File: config.mk
export PLATFORM = sky130hd
export DESIGN_NAME = alarm_sched_ctrl
export DESIGN_NICKNAME = d
export VERILOG_FILES = /design/src/rtl/alarm_pkg.sv /design/src/rtl/alarm_cfg_if.sv /design/src/rtl/alarm_sched_ctrl.sv
export SDC_FILE = /design/constraint.sdc
export NUM_CORES = 1
export LEC_CHECK = 0
export ABC_AREA = 1
export BUFFER_PORTS_ARGS = -buffer_cell sky130_fd_sc_hd__clkbuf_2
export CAP_MARGIN = 20
export CELL_PAD_IN_SITES_DETAIL_PLACEMENT = 1
export CELL_PAD_IN_SITES_GLOBAL_PLACEMENT = 1
export CORE_ASPECT_RATIO = 2
export CORE_UTILIZATION = 42
export CTS_BUF_LIST = sky130_fd_sc_hd__clkbuf_4
export DETAILED_ROUTE_END_ITERATION = 10
export PLACE_DENSITY = 0.86
export SLEW_MARGIN = 20
export SYNTH_ARGS = -nofsm -noshare
export SYNTH_HDL_FRONTEND = slang
export SYNTH_SLANG_ARGS = --single-unit
File: constraint.sdc
create_clock -name i_clk -period 2.8 [get_ports i_clk]
set_input_delay 0.56 -clock i_clk [delete_from_list [all_inputs] [get_ports i_clk]]
set_output_delay 0.56 -clock i_clk [all_outputs]
set_load 0.02 [all_outputs]
File: src/rtl/alarm_pkg.sv
// rtl/alarm_pkg.sv - shared types and limits for the alarm scheduler
package alarm_pkg;

   localparam int HOUR_W = 5;
   localparam int MIN_W  = 6;

   localparam logic [HOUR_W-1:0] MAX_HOUR = 5'd23;
   localparam logic [MIN_W-1:0]  MAX_MIN  = 6'd59;

   typedef enum logic [1:0] {
      ST_DISARMED = 2'd0,
      ST_ARMED    = 2'd1,
      ST_RINGING  = 2'd2,
      ST_SNOOZE   = 2'd3
   } alarm_state_t;

   function automatic logic time_in_range(input logic [HOUR_W-1:0] h,
                                          input logic [MIN_W-1:0]  m);
      return (h <= MAX_HOUR) && (m <= MAX_MIN);
   endfunction

endpackage

File: src/rtl/alarm_cfg_if.sv
// rtl/alarm_cfg_if.sv - set-request handshake, range check, set-point store and time load strobe
module alarm_cfg_if
   import alarm_pkg::*;
(
   input  logic              i_clk,
   input  logic              i_rst_n,
   input  logic              i_cfg_valid,
   input  logic              i_cfg_sel,
   input  logic [HOUR_W-1:0] i_cfg_hours,
   input  logic [MIN_W-1:0]  i_cfg_minutes,
   output logic              o_cfg_ready,
   output logic              o_cfg_err,
   output logic              o_alarm_wr,
   output logic              o_time_load,
   output logic [HOUR_W-1:0] o_time_load_hours,
   output logic [MIN_W-1:0]  o_time_load_minutes,
   output logic [HOUR_W-1:0] o_alarm_hours,
   output logic [MIN_W-1:0]  o_alarm_minutes
);

   logic              r_ready;
   logic              r_err;
   logic              r_load;
   logic [HOUR_W-1:0] r_load_hours;
   logic [MIN_W-1:0]  r_load_minutes;
   logic [HOUR_W-1:0] r_alarm_hours;
   logic [MIN_W-1:0]  r_alarm_minutes;
   logic              w_accept;
   logic              w_in_range;

   assign w_accept   = i_cfg_valid && r_ready;
   assign w_in_range = time_in_range(i_cfg_hours, i_cfg_minutes);
   // Combinational so the FSM can cancel an active event on the same edge the set-point changes.
   assign o_alarm_wr = w_accept && w_in_range && !i_cfg_sel;

   always_ff @(posedge i_clk or negedge i_rst_n) begin
      if (!i_rst_n) begin
         r_ready         <= 1'b1;
         r_err           <= 1'b0;
         r_load          <= 1'b0;
         r_load_hours    <= '0;
         r_load_minutes  <= '0;
         r_alarm_hours   <= '0;
         r_alarm_minutes <= '0;
      end else begin
         r_ready <= !w_accept;
         r_err   <= w_accept && !w_in_range;
         r_load  <= w_accept && w_in_range && i_cfg_sel;
         if (w_accept && w_in_range && i_cfg_sel) begin
            r_load_hours   <= i_cfg_hours;
            r_load_minutes <= i_cfg_minutes;
         end
         if (o_alarm_wr) begin
            r_alarm_hours   <= i_cfg_hours;
            r_alarm_minutes <= i_cfg_minutes;
         end
      end
   end

   assign o_cfg_ready         = r_ready;
   assign o_cfg_err           = r_err;
   assign o_time_load         = r_load;
   assign o_time_load_hours   = r_load_hours;
   assign o_time_load_minutes = r_load_minutes;
   assign o_alarm_hours       = r_alarm_hours;
   assign o_alarm_minutes     = r_alarm_minutes;

endmodule

File: src/rtl/alarm_sched_ctrl.sv
// rtl/alarm_sched_ctrl.sv - alarm ring/snooze/timeout FSM between user inputs and the timekeeper
module alarm_sched_ctrl
   import alarm_pkg::*;
#(
   parameter int SNOOZE_MIN       = 5,
   parameter int RING_TIMEOUT_MIN = 10,
   parameter int MAX_SNOOZES      = 3
) (
   input  logic              i_clk,
   input  logic              i_rst_n,
   input  logic              i_min_tick,
   input  logic [HOUR_W-1:0] i_cur_hours,
   input  logic [MIN_W-1:0]  i_cur_minutes,
   input  logic              i_alarm_en,
   input  logic              i_cfg_valid,
   output logic              o_cfg_ready,
   input  logic              i_cfg_sel,
   input  logic [HOUR_W-1:0] i_cfg_hours,
   input  logic [MIN_W-1:0]  i_cfg_minutes,
   output logic              o_cfg_err,
   input  logic              i_snooze_btn,
   input  logic              i_dismiss_btn,
   output logic              o_time_load,
   output logic [HOUR_W-1:0] o_time_load_hours,
   output logic [MIN_W-1:0]  o_time_load_minutes,
   output logic [HOUR_W-1:0] o_alarm_hours,
   output logic [MIN_W-1:0]  o_alarm_minutes,
   output logic              o_alarm_out,
   output logic              o_snooze_active,
   output logic [1:0]        o_state
);

   localparam logic [3:0] SNZ_LOAD    = 4'(SNOOZE_MIN);
   localparam logic [4:0] RING_LIMIT  = 5'(RING_TIMEOUT_MIN);
   localparam logic [2:0] SNOOZE_LIM  = 3'(MAX_SNOOZES);

   alarm_state_t r_state;
   logic         r_alarm_out;
   logic         r_snooze_active;
   logic [3:0]   r_ring_cnt;
   logic [3:0]   r_snz_cnt;
   logic [2:0]   r_snooze_cnt;
   logic         w_alarm_wr;
   logic         w_match;
   logic [4:0]   w_ring_inc;

   alarm_cfg_if u_cfg (
      .i_clk               (i_clk),
      .i_rst_n             (i_rst_n),
      .i_cfg_valid         (i_cfg_valid),
      .i_cfg_sel           (i_cfg_sel),
      .i_cfg_hours         (i_cfg_hours),
      .i_cfg_minutes       (i_cfg_minutes),
      .o_cfg_ready         (o_cfg_ready),
      .o_cfg_err           (o_cfg_err),
      .o_alarm_wr          (w_alarm_wr),
      .o_time_load         (o_time_load),
      .o_time_load_hours   (o_time_load_hours),
      .o_time_load_minutes (o_time_load_minutes),
      .o_alarm_hours       (o_alarm_hours),
      .o_alarm_minutes     (o_alarm_minutes)
   );

   assign w_match    = (i_cur_hours == o_alarm_hours) && (i_cur_minutes == o_alarm_minutes);
   assign w_ring_inc = {1'b0, r_ring_cnt} + 5'd1;

   always_ff @(posedge i_clk or negedge i_rst_n) begin
      if (!i_rst_n) begin
         r_state         <= ST_DISARMED;
         r_alarm_out     <= 1'b0;
         r_snooze_active <= 1'b0;
         r_ring_cnt      <= '0;
         r_snz_cnt       <= '0;
         r_snooze_cnt    <= '0;
      end else if (!i_alarm_en) begin
         r_state         <= ST_DISARMED;
         r_alarm_out     <= 1'b0;
         r_snooze_active <= 1'b0;
      end else if (w_alarm_wr && (r_state == ST_RINGING || r_state == ST_SNOOZE)) begin
         r_state         <= ST_ARMED;
         r_alarm_out     <= 1'b0;
         r_snooze_active <= 1'b0;
         r_snooze_cnt    <= '0;
      end else begin
         case (r_state)
            ST_DISARMED: r_state <= ST_ARMED;
            ST_ARMED: begin
               if (i_min_tick && w_match) begin
                  r_state      <= ST_RINGING;
                  r_alarm_out  <= 1'b1;
                  r_ring_cnt   <= '0;
                  r_snooze_cnt <= '0;
               end
            end
            ST_RINGING: begin
               if (i_dismiss_btn) begin
                  r_state     <= ST_ARMED;
                  r_alarm_out <= 1'b0;
               end else if (i_snooze_btn && (r_snooze_cnt < SNOOZE_LIM)) begin
                  r_state         <= ST_SNOOZE;
                  r_alarm_out     <= 1'b0;
                  r_snooze_active <= 1'b1;
                  r_snz_cnt       <= SNZ_LOAD;
                  r_snooze_cnt    <= r_snooze_cnt + 3'd1;
               end else if (i_min_tick) begin
                  if (w_ring_inc >= RING_LIMIT) begin
                     r_state     <= ST_ARMED;
                     r_alarm_out <= 1'b0;
                  end
                  if (r_ring_cnt != 4'hF) r_ring_cnt <= w_ring_inc[3:0];
               end
            end
            ST_SNOOZE: begin
               if (i_dismiss_btn) begin
                  r_state         <= ST_ARMED;
                  r_snooze_active <= 1'b0;
               end else if (i_min_tick) begin
                  // A countdown of 1 (or an already-zero count) expires on this tick.
                  if (r_snz_cnt <= 4'd1) begin
                     r_state         <= ST_RINGING;
                     r_alarm_out     <= 1'b1;
                     r_snooze_active <= 1'b0;
                     r_ring_cnt      <= '0;
                     r_snz_cnt       <= '0;
                  end else begin
                     r_snz_cnt <= r_snz_cnt - 4'd1;
                  end
               end
            end
            default: r_state <= ST_DISARMED;
         endcase
      end
   end

   assign o_alarm_out     = r_alarm_out;
   assign o_snooze_active = r_snooze_active;
   assign o_state         = r_state;

endmodule

==> metrics.txt <==
outcome completed; count of final max-slew check failures 0; CTS tree yes; DR WL/cell about 14 um; top post-synthesis cells by area dfrtp_1, nand2_1, inv_1, o21ai_0, nor2_1; fin crit share roughly two thirds; Net Count, Synth 350; total grt overflow 0; layout cell share with drive strength beyond 1 24.3%; GRT Overall Usage 25.3%; Achievable Freq ~530 MHz; Final setup viols 0; num rows 37; n_diodes 0; Hold Vio Cnt, Final 0; Seq/Total Area, Yosys a little over two fifths; htree depth 2; Setup Skew approximately 9.6 ps; CP bufs+invs 2; Crit Reg-Reg Startpoint u_cfg.o_cfg_ready$_DFF_PN1_; Final nets 413; DIE WIDTH around 54 um; Routed WL 6310 um; Avg Cell Area, Syn 7.27 um^2; synthesized area ~2300 um^2; peak supply drop 489 uV; synthesized netlist cell count 315; placed cell area approximately 2600 um^2; Fillers 705; DR iter-0 viols 30; startpoint types flop; Worst-Margin Slew 891 ps; Post-DP HPWL approximately 5200 um; area leader, netlist dfrtp_1; first-pass GRT wire length around 10000 um; critical path type flop to flop; CP top delay family simple AND/OR/NAND/NOR gates; setup TNS 0 ps; Yosys warnings 0; Area growth syn-to-layout 19.1%; CP max stage cell dfstp_2; commonest non-fill, non-tap cell in the layout nand2_1; Initial Util between 40% and 50%; CTS Buf Count 5; Placer Congestion between 0.8 and 0.9; Die Height 106 um; WHS about 310 ps; largest net degree at the start of global routing a little over 40; Vias between 2000 and 2500; clk_lat worst skew 350 ps; clk buf depth 2; PwrDens 785 nW/um^2; most frequent cells in the layout nand2_1, clkbuf_2, inv_1, dfrtp_1, o21ai_0; reg2reg path depth 11; Post-route DRC 0; setup ws final 916 ps; number of global-route vias before repair 2498; Initial DRT Pass Iterations 4; Register-to-Register Setup Slack between 900 and 1000 ps; Lkg Pwr 1.59 nW; post-CTS setup buffer count 0; CP required about 3000 ps; Final ANT Viol Nets 0; Worst path max stage delay 550 ps; final core utilization 52.6%; initial antenna violation count 0; post_cts resized 0; CTS Root Cell clkbuf_4; die area approximately 5800 um^2; CP arrival around 2200 ps; Critical R2R Capture o_state[0]$_DFFE_PN0P_; I/O pin count ~60; fin cells roughly 440; port bufs 58; Placed Instances 429; Crit. End Element flop; Yosys cell types 33; RSZ-0062 raised after global routing no; vias per cell 5.14; hold buffer count at CTS 0; DP Worst Slack 731 ps; Yosys reg bits 40; Final Critical Period ~1900 ps; CTS Sinks 40; max-cap check violation count 0; Final Power 2.14 mW; most frequent CP cell nand2_1; CTS clk-pin slew, worst paths roughly 130 ps; worst min path class primary input to async pin; sequence of cells on the critical path nand2_1 -> inv_1 -> nand4_2 -> buf_4 -> nor2_2 -> nor2_2 -> nand3_2 -> nand3_1 -> nor2_1 -> nand2_1 -> nand2_1; design area 2730 um^2; Synth top area share between 40 and 50%; Slew HR between 40% and 50%; CP max FO 19; Core Region 5180 um^2
-- cells in the mapped netlist --
cell type	number
xnor2_1	2
nor4_1	1
buf_2	2
nor2_4	2
nand3_1	11
a21oi_1	4
nand4_4	1
nand4_1	2
o21ai_1	12
nand4_2	1
ha_1	5
o21bai_1	1
clkinv_2	1
nor3_1	1
nor2_1	19
nand2_2	2
dfstp_2	1
clkbuf_1	1
o21a_1	1
mux2i_1	1
nand2_4	2
dfrtp_1	39
and2_4	1
o21ai_0	24
nand2_1	108
nor2_2	6
nand3b_1	1
inv_1	52
o211ai_1	1
inv_2	6
o2111ai_1	1
nand3_2	2
xor2_1	1
-- report_power, final --
| group | switching (mW) | internal, mW | total [mW] | leakage (nW) |
|---|---|---|---|---|
| Clock | 0.199 | 0.186 | 0.385 | 0.0412 |
| Combinational | 0.572 | 0.302 | 0.874 | 1.04 |
| Sequential | 0.153 | 0.727 | 0.880 | 0.508 |
| Total | 0.923 | 1.22 | 2.14 | 1.59 |
-- layer usage --
| metal | vias up | track usage [%] | wire, um |
|---|---|---|---|
| li1 | 1094 | - | - |
| met1 | 1055 | 22.2 | 2100 |
| met2 | 67 | 47.0 | 3550 |
| met3 | 30 | 3.72 | 244 |
| met4 | 0 | 17.8 | 411 |
| met5 | - | 0 | 0 |
-- worst max-delay path by stage --
stage	startpoint	cells after the start	to	slack, ps
final	u_cfg.o_cfg_ready$_DFF_PN1_	11	o_state[0]$_DFFE_PN0P_	920
after floorplan	u_cfg.o_cfg_ready$_DFF_PN1_	10	o_state[0]$_DFFE_PN0P_	1210
after detailed placement	i_cfg_minutes[4]	13	o_state[0]$_DFFE_PN0P_	730
after CTS	u_cfg.o_cfg_ready$_DFF_PN1_	11	o_state[1]$_DFFE_PN0P_	890
after global placement	i_cfg_minutes[5]	13	o_state[0]$_DFFE_PN0P_	830
after global routing	u_cfg.o_cfg_ready$_DFF_PN1_	11	o_state[0]$_DFFE_PN0P_	730
-- final cells by class --
| cell class | count | area, um^2 | area share (%) |
|---|---|---|---|
| Clock buffer | 5 | 37.5 | 1.38 |
| Clock inverter | 3 | 42.5 | 1.56 |
| Inverter | 59 | 223 | 8.17 |
| Multi-Input combinational cell | 213 | 1050 | 38.5 |
| Sequential cell | 40 | 1000 | 36.8 |
| Tap cell | 58 | 72.6 | 2.66 |
| Timing Repair Buffer | 59 | 298 | 10.9 |
-- registers in the layout (all words and copies together) (netlist names), 2 cells and up --
| name | cells |
|---|---|
| o_state | 2 |
| u_cfg.o_time_load_minutes | 6 |
| u_cfg.o_time_load_hours | 5 |
| u_cfg.o_alarm_minutes | 6 |
| r_snz_cnt | 4 |
| u_cfg.o_alarm_hours | 5 |
| r_ring_cnt | 4 |
| r_snooze_cnt | 3 |
-- logic make-up after synthesis --
group	count (synthesis)	share of synthesized area [%]
flops	40	43.8
mux	1	0.437
fa+ha+maj	5	2.73
xor+xnor	3	1.15
simple gates	160	31.5
compound gates	44	10.1
buf+inv	62	10.3
Note: power is estimated with default switching activity, not from simulation.
